<file path="src/rtl/alu_req_arbiter_if.sv">
// Request, ALU and response signals shared by the arbiter and its neighbours.
// The slave modport is the arbiter's view; the master modport is the view from requesters, ALU and consumer.
interface alu_req_arbiter_if #(
  parameter int DATA_W = 4,
  parameter int OP_W   = 4
);
  logic              req0_valid;
  logic              req0_ready;
  logic [OP_W-1:0]   req0_opcode;
  logic [DATA_W-1:0] req0_a;
  logic [DATA_W-1:0] req0_b;

  logic              req1_valid;
  logic              req1_ready;
  logic [OP_W-1:0]   req1_opcode;
  logic [DATA_W-1:0] req1_a;
  logic [DATA_W-1:0] req1_b;

  logic [OP_W-1:0]   alu_opcode;
  logic [DATA_W-1:0] alu_a;
  logic [DATA_W-1:0] alu_b;
  logic [DATA_W-1:0] alu_result;

  logic              resp_valid;
  logic              resp_ready;
  logic              resp_id;
  logic [DATA_W-1:0] resp_data;

  modport slave (
    input  req0_valid, req0_opcode, req0_a, req0_b,
    output req0_ready,
    input  req1_valid, req1_opcode, req1_a, req1_b,
    output req1_ready,
    output alu_opcode, alu_a, alu_b,
    input  alu_result,
    output resp_valid, resp_id, resp_data,
    input  resp_ready
  );

  modport master (
    output req0_valid, req0_opcode, req0_a, req0_b,
    input  req0_ready,
    output req1_valid, req1_opcode, req1_a, req1_b,
    input  req1_ready,
    input  alu_opcode, alu_a, alu_b,
    output alu_result,
    input  resp_valid, resp_id, resp_data,
    output resp_ready
  );
endinterface

</file>
<file path="src/rtl/alu_req_arbiter.sv">
// Round-robin sharing of one combinational ALU between two requesters, with a
// registered, ID-tagged response channel.
//
// state   | meaning
// --------+-------------------------------------------------------------
// IDLE    | waiting for a request; only state in which reqN_ready can be 1
// EXEC    | operands held on alu_*, exec counter runs down to capture
// RESP    | result held on resp_* until the consumer takes it
module alu_req_arbiter #(
  parameter int DATA_W      = 4,
  parameter int OP_W        = 4,
  parameter int EXEC_CYCLES = 1
) (
  input  logic             clk,
  input  logic             rst_n,
  alu_req_arbiter_if.slave bus
);

  localparam logic [1:0] ST_IDLE = 2'd0;
  localparam logic [1:0] ST_EXEC = 2'd1;
  localparam logic [1:0] ST_RESP = 2'd2;

  localparam int CNT_W = (EXEC_CYCLES > 1) ? $clog2(EXEC_CYCLES) : 1;
  localparam logic [CNT_W-1:0] CNT_INIT = CNT_W'(EXEC_CYCLES - 1);

  logic [1:0]       state;
  logic [CNT_W-1:0] exec_cnt;
  logic             last_grant;
  logic             grant_vld;
  logic             grant_id;

  // ready is gated by rst_n so it reads 0 throughout reset, not just after the first edge
  always_comb begin
    grant_vld = 1'b0;
    grant_id  = 1'b0;
    if (rst_n && state == ST_IDLE) begin
      if (bus.req0_valid && bus.req1_valid) begin
        grant_vld = 1'b1;
        grant_id  = ~last_grant;
      end else if (bus.req0_valid) begin
        grant_vld = 1'b1;
        grant_id  = 1'b0;
      end else if (bus.req1_valid) begin
        grant_vld = 1'b1;
        grant_id  = 1'b1;
      end
    end
  end

  assign bus.req0_ready = grant_vld && !grant_id;
  assign bus.req1_ready = grant_vld && grant_id;

  always_ff @(posedge clk or negedge rst_n) begin
    if (!rst_n) begin
      state          <= ST_IDLE;
      exec_cnt       <= '0;
      last_grant     <= 1'b1;
      bus.alu_opcode <= '0;
      bus.alu_a      <= '0;
      bus.alu_b      <= '0;
      bus.resp_valid <= 1'b0;
      bus.resp_id    <= 1'b0;
      bus.resp_data  <= '0;
    end else begin
      case (state)
        ST_IDLE: begin
          if (grant_vld) begin
            bus.alu_opcode <= grant_id ? bus.req1_opcode : bus.req0_opcode;
            bus.alu_a      <= grant_id ? bus.req1_a      : bus.req0_a;
            bus.alu_b      <= grant_id ? bus.req1_b      : bus.req0_b;
            bus.resp_id    <= grant_id;
            last_grant     <= grant_id;
            exec_cnt       <= CNT_INIT;
            state          <= ST_EXEC;
          end
        end
        ST_EXEC: begin
          if (exec_cnt == '0) begin
            bus.resp_data  <= bus.alu_result;
            bus.resp_valid <= 1'b1;
            state          <= ST_RESP;
          end else begin
            exec_cnt <= exec_cnt - CNT_W'(1);
          end
        end
        ST_RESP: begin
          // handshake cycle goes back to IDLE; the next accept is one cycle later
          if (bus.resp_ready) begin
            bus.resp_valid <= 1'b0;
            bus.alu_opcode <= '0;
            bus.alu_a      <= '0;
            bus.alu_b      <= '0;
            state          <= ST_IDLE;
          end
        end
        default: state <= ST_IDLE;
      endcase
    end
  end

endmodule
</file>
<file path="src/flat_wrapper.sv">
// flat-port wrapper written by rule: the top's interface ports become plain ports
module alu_req_arbiter_flat 
#(
  parameter int DATA_W      = 4,
  parameter int OP_W        = 4,
  parameter int EXEC_CYCLES = 1
)
  (clk, rst_n, bus_req0_valid, bus_req0_opcode, bus_req0_a, bus_req0_b, bus_req0_ready, bus_req1_valid, bus_req1_opcode, bus_req1_a, bus_req1_b, bus_req1_ready, bus_alu_opcode, bus_alu_a, bus_alu_b, bus_alu_result, bus_resp_valid, bus_resp_id, bus_resp_data, bus_resp_ready);
  alu_req_arbiter_if #(.DATA_W(DATA_W), .OP_W(OP_W)) bus_i ();
  input  logic clk;
  input  logic rst_n;
  input wire logic [$bits(bus_i.req0_valid)-1:0] bus_req0_valid;
  input wire logic [$bits(bus_i.req0_opcode)-1:0] bus_req0_opcode;
  input wire logic [$bits(bus_i.req0_a)-1:0] bus_req0_a;
  input wire logic [$bits(bus_i.req0_b)-1:0] bus_req0_b;
  output wire logic [$bits(bus_i.req0_ready)-1:0] bus_req0_ready;
  input wire logic [$bits(bus_i.req1_valid)-1:0] bus_req1_valid;
  input wire logic [$bits(bus_i.req1_opcode)-1:0] bus_req1_opcode;
  input wire logic [$bits(bus_i.req1_a)-1:0] bus_req1_a;
  input wire logic [$bits(bus_i.req1_b)-1:0] bus_req1_b;
  output wire logic [$bits(bus_i.req1_ready)-1:0] bus_req1_ready;
  output wire logic [$bits(bus_i.alu_opcode)-1:0] bus_alu_opcode;
  output wire logic [$bits(bus_i.alu_a)-1:0] bus_alu_a;
  output wire logic [$bits(bus_i.alu_b)-1:0] bus_alu_b;
  input wire logic [$bits(bus_i.alu_result)-1:0] bus_alu_result;
  output wire logic [$bits(bus_i.resp_valid)-1:0] bus_resp_valid;
  output wire logic [$bits(bus_i.resp_id)-1:0] bus_resp_id;
  output wire logic [$bits(bus_i.resp_data)-1:0] bus_resp_data;
  input wire logic [$bits(bus_i.resp_ready)-1:0] bus_resp_ready;
  assign bus_i.req0_valid = bus_req0_valid;
  assign bus_i.req0_opcode = bus_req0_opcode;
  assign bus_i.req0_a = bus_req0_a;
  assign bus_i.req0_b = bus_req0_b;
  assign bus_req0_ready = bus_i.req0_ready;
  assign bus_i.req1_valid = bus_req1_valid;
  assign bus_i.req1_opcode = bus_req1_opcode;
  assign bus_i.req1_a = bus_req1_a;
  assign bus_i.req1_b = bus_req1_b;
  assign bus_req1_ready = bus_i.req1_ready;
  assign bus_alu_opcode = bus_i.alu_opcode;
  assign bus_alu_a = bus_i.alu_a;
  assign bus_alu_b = bus_i.alu_b;
  assign bus_i.alu_result = bus_alu_result;
  assign bus_resp_valid = bus_i.resp_valid;
  assign bus_resp_id = bus_i.resp_id;
  assign bus_resp_data = bus_i.resp_data;
  assign bus_i.resp_ready = bus_resp_ready;
  alu_req_arbiter #(.DATA_W(DATA_W), .OP_W(OP_W), .EXEC_CYCLES(EXEC_CYCLES)) u_core (.clk(clk), .rst_n(rst_n), .bus(bus_i));
endmodule
</file>
<file path="config.mk">
export PLATFORM = sky130hd
export DESIGN_NAME = alu_req_arbiter_flat
export DESIGN_NICKNAME = d
export VERILOG_FILES = /design/src/rtl/alu_req_arbiter_if.sv /design/src/rtl/alu_req_arbiter.sv /design/src/flat_wrapper.sv
export SDC_FILE = /design/constraint.sdc
export NUM_CORES = 1
export LEC_CHECK = 0
export CAP_MARGIN = 30
export CORE_UTILIZATION = 25
export CTS_BUF_LIST = sky130_fd_sc_hd__clkbuf_8
export DETAILED_ROUTE_END_ITERATION = 10
export PLACE_DENSITY_LB_ADDON = 0.08
export SYNTH_ARGS = -nofsm -noshare
export SYNTH_HDL_FRONTEND = slang
export SYNTH_SLANG_ARGS = --single-unit
</file>
<file path="constraint.sdc">
create_clock -name clk -period 1.9 [get_ports clk]
set_input_delay 0.475 -clock clk [delete_from_list [all_inputs] [get_ports clk]]
set_output_delay 0.475 -clock clk [all_outputs]
set_load 0.005 [all_outputs]
</file>
==> results by group <==
Floorplanning
  – Die Width: about 67 um
  – Row count: 23
  – Die H: 67.1 um
  – Initial core utilization: between 20% and 30%
  – Die area: 4500 um2
  – Core Box Area: 4030 um2
  – Top Ports: 53

Clocking
  – Clk pin slew, worst setup/hold paths: ~0.070 ns
  – Hold buffer count at cts: 0
  – Clock Sinks: 21
  – Root buf cell: clkbuf_8
  – Clock buffer depth: 2
  – CTS H-tree lvls: 1
  – TritonCTS clock tree: built
  – Later-pin clock latency in the skew report: approximately 0.26 ns
  – CTS Buf Count: 3

Layout
  – Post-route cell area: approximately 1700 um2
  – Post-route insts no fill: ~200
  – Post-layout util: 43.3%
  – Layout area overhead: 64.7%
  – Ant. Diodes: 0
  – Final #Nets: between 150 and 200
  – Layout cells sized above 1: about a third

Detailed routing
  – Routed Wire Length: around 2500 um
  – Via/cell ratio: around 4.4
  – Routed vias: between 800 and 900
  – DR iter-0 viols: 10
  – Post-DR wirelength/cell: approximately 13 um
  – Final ANT Viol Nets: 0
  – # DRC: 0
  – Initial DRT Pass Iterations: 3

Critical path
  – Crit path max-delay family: simple AND/OR/NAND/NOR gates
  – Worst endpoint required time: 1.42 ns
  – CP arrival: 1.40 ns
  – CP Buf/Inv Count: 1
  – R2r setup slk: between 0.15 and 0.2 ns
  – CP Cell Sequence: or3b_4, nor2_4, and2_4, buf_6
  – FF-to-FF path depth: 7
  – Crit Reg-Reg Endpoint: u_core.bus.resp_id
  – Startpoint Class: flip-flop
  – Crit path largest cell delay: 0.43 ns
  – Crit path kind: flip-flop to output port
  – Critical Path Slowest Stage Cell: or3b_4
  – Worst r2r src: u_core.state[0]
  – Worst Setup End Kind: output port
  – Crit path max fanout: 2

Global routing
  – Grt total ovfl: 0
  – Vias in the first global route: between 700 and 800
  – Global Route Usage Sum: 12.0%
  – Largest net degree at the start of global routing: 23
  – Initial antenna violation count: 0
  – First-pass GRT wire length: just under 4000 um

STA
  – Actual slew at the worst max-slew pin: approximately 0.36 ns
  – Final Critical Period: approximately 1.9 ns
  – Fin. Hold Viols: 0
  – RSZ-0062 raised after global routing: true
  – Max-slew violations: 0
  – Setup TNS: 0 ns
  – Final period util: 98.8%
  – F_max: around 530 MHz
  – Max-slew headroom: between 70% and 80%
  – Fin Clk Skew: 0.00267 ns
  – Final setup viols: 0

Synthesis
  – Register area share after synthesis: around half
  – Cell count after synthesis: 83
  – YS warnings: 0
  – Library cells used by synthesis: 23
  – Syn nets: about 120
  – Synthesized flop and latch total: 21
  – Avg Synthesized Cell Area: 12.8 um2
  – Synth Cell Area: roughly 1100 um2

Job
  – Maxcap violations: 0

Power and ir drop
  – Max VDD drop: a little over 500 uV
  – Power per Cell Area: around 1100 nW/um2
  – Leakage: about 0.74 nW

Placement
  – DP Area: around 1700 um2
  – Inst Count DP: 191
  – Port buffer count: 52
  – DP HPWL: 1830 um
  – Routability cong.: between 0.6 and 0.7

Worst hold path
  – Hold WC Path Type: input pin to async pin

Status
  – Status: complete, no violations
==> stage by stage <==
step	worst slack (ns)	power, mW	hold WS (ns)
2_1_floorplan	0.107	1.14	0.179
3_3_place_gp	-0.724	1.64	0.470
3_5_place_dp	-0.706	1.65	0.472
4_1_cts	-0.0113	1.96	0.302
5_1_grt	-0.0176	2.08	0.313
6_report	0.0226	1.93	0.293
==> flip-flops by register name, summed over array words and instances (netlist names) <==
register / cells
u_core.bus.resp_data: 4
u_core.bus.resp_valid: 1
u_core.bus.resp_id: 1
u_core.bus.alu_opcode: 4
u_core.bus.alu_b: 4
u_core.bus.alu_a: 4
u_core.state: 2
u_core.last_grant: 1
==> where the power goes <==
part / switching [mW] / internal [mW]
clock network: 0.140 / 0.144
registers: 0.101 / 0.639
logic: 0.330 / 0.580
total: 0.571 / 1.36
==> cells in the mapped netlist <==
cell type	instances	area share [%]
o21ai_0	4	1.9
nor2_4	1	1.1
or2_2	1	0.59
nor2_8	1	1.9
a21oi_1	3	1.4
a21bo_2	1	0.94
a21o_2	2	1.7
inv_1	14	5.0
or3b_4	1	1.1
or3b_1	1	0.83
dfrtp_1	20	47
o221ai_1	4	3.3
o221ai_2	8	11
and2_1	1	0.59
buf_6	2	2.1
nor2b_1	1	0.59
nand2_1	1	0.35
o21ai_2	8	6.6
mux2_2	4	4.2
nor2_1	1	0.35
nor3b_1	1	0.71
dfstp_2	1	2.5
buf_12	2	3.8
==> worst max-delay path by stage <==
stage | from | to | slack [ns] | cells past startpoint
finish | u_core.state[0] | bus_req0_ready | 0.02 | 4
global placement | rst_n | bus_req1_ready | -0.72 | 5
CTS | u_core.state[1] | bus_req0_ready | -0.01 | 4
detailed placement | rst_n | bus_req0_ready | -0.71 | 5
floorplan | rst_n | bus_req0_ready | 0.11 | 4
global route | u_core.state[0] | bus_req0_ready | -0.02 | 4
==> cell type report <==
cell class,count,area (um2)
clock inverter,1,3.75
multi-input combinational,44,427
clock buffer,3,41.3
sequential,21,527
inverter,14,52.6
timing repair buffer,65,632
tap,50,62.6
fill,395,2280
==> logic make-up after synthesis <==
logic type,synth area share (%)
AOI/OAI and AO/OA,27.2
DFF,49.7
buffers and inverters,10.9
and+or+nand+nor,8.03
muxes,4.25
==> cell usage in the layout (no fill, tap or decap), types with 3 or more instances in the layout <==
cell type and n:
o21ai_0 4, a21oi_1 3, clkbuf_8 3, dfrtp_1 20
buf_4 12, o221ai_2 8, mux2_2 4, clkdlybuf4s50_1 47
o221ai_1 4, o21ai_2 8, inv_1 15
==> metal layers <==
layer | up-vias | GRT usage [%] | routed length [um]
li1 | 427 | - | -
met1 | 409 | 15.2 | 1130
met2 | 29 | 18.6 | 1180
met3 | 4 | 2.23 | 149
met4 | 0 | 7.18 | 40
met5 | - | 0 | 0
==> timing repair <==
item,4_1_cts,5_1_grt
pin swaps,3,3
setup endpoints to repair,14,2
resized for setup,17,0
setup buffers,1,2
Note: power is estimated with default switching activity, not from simulation.
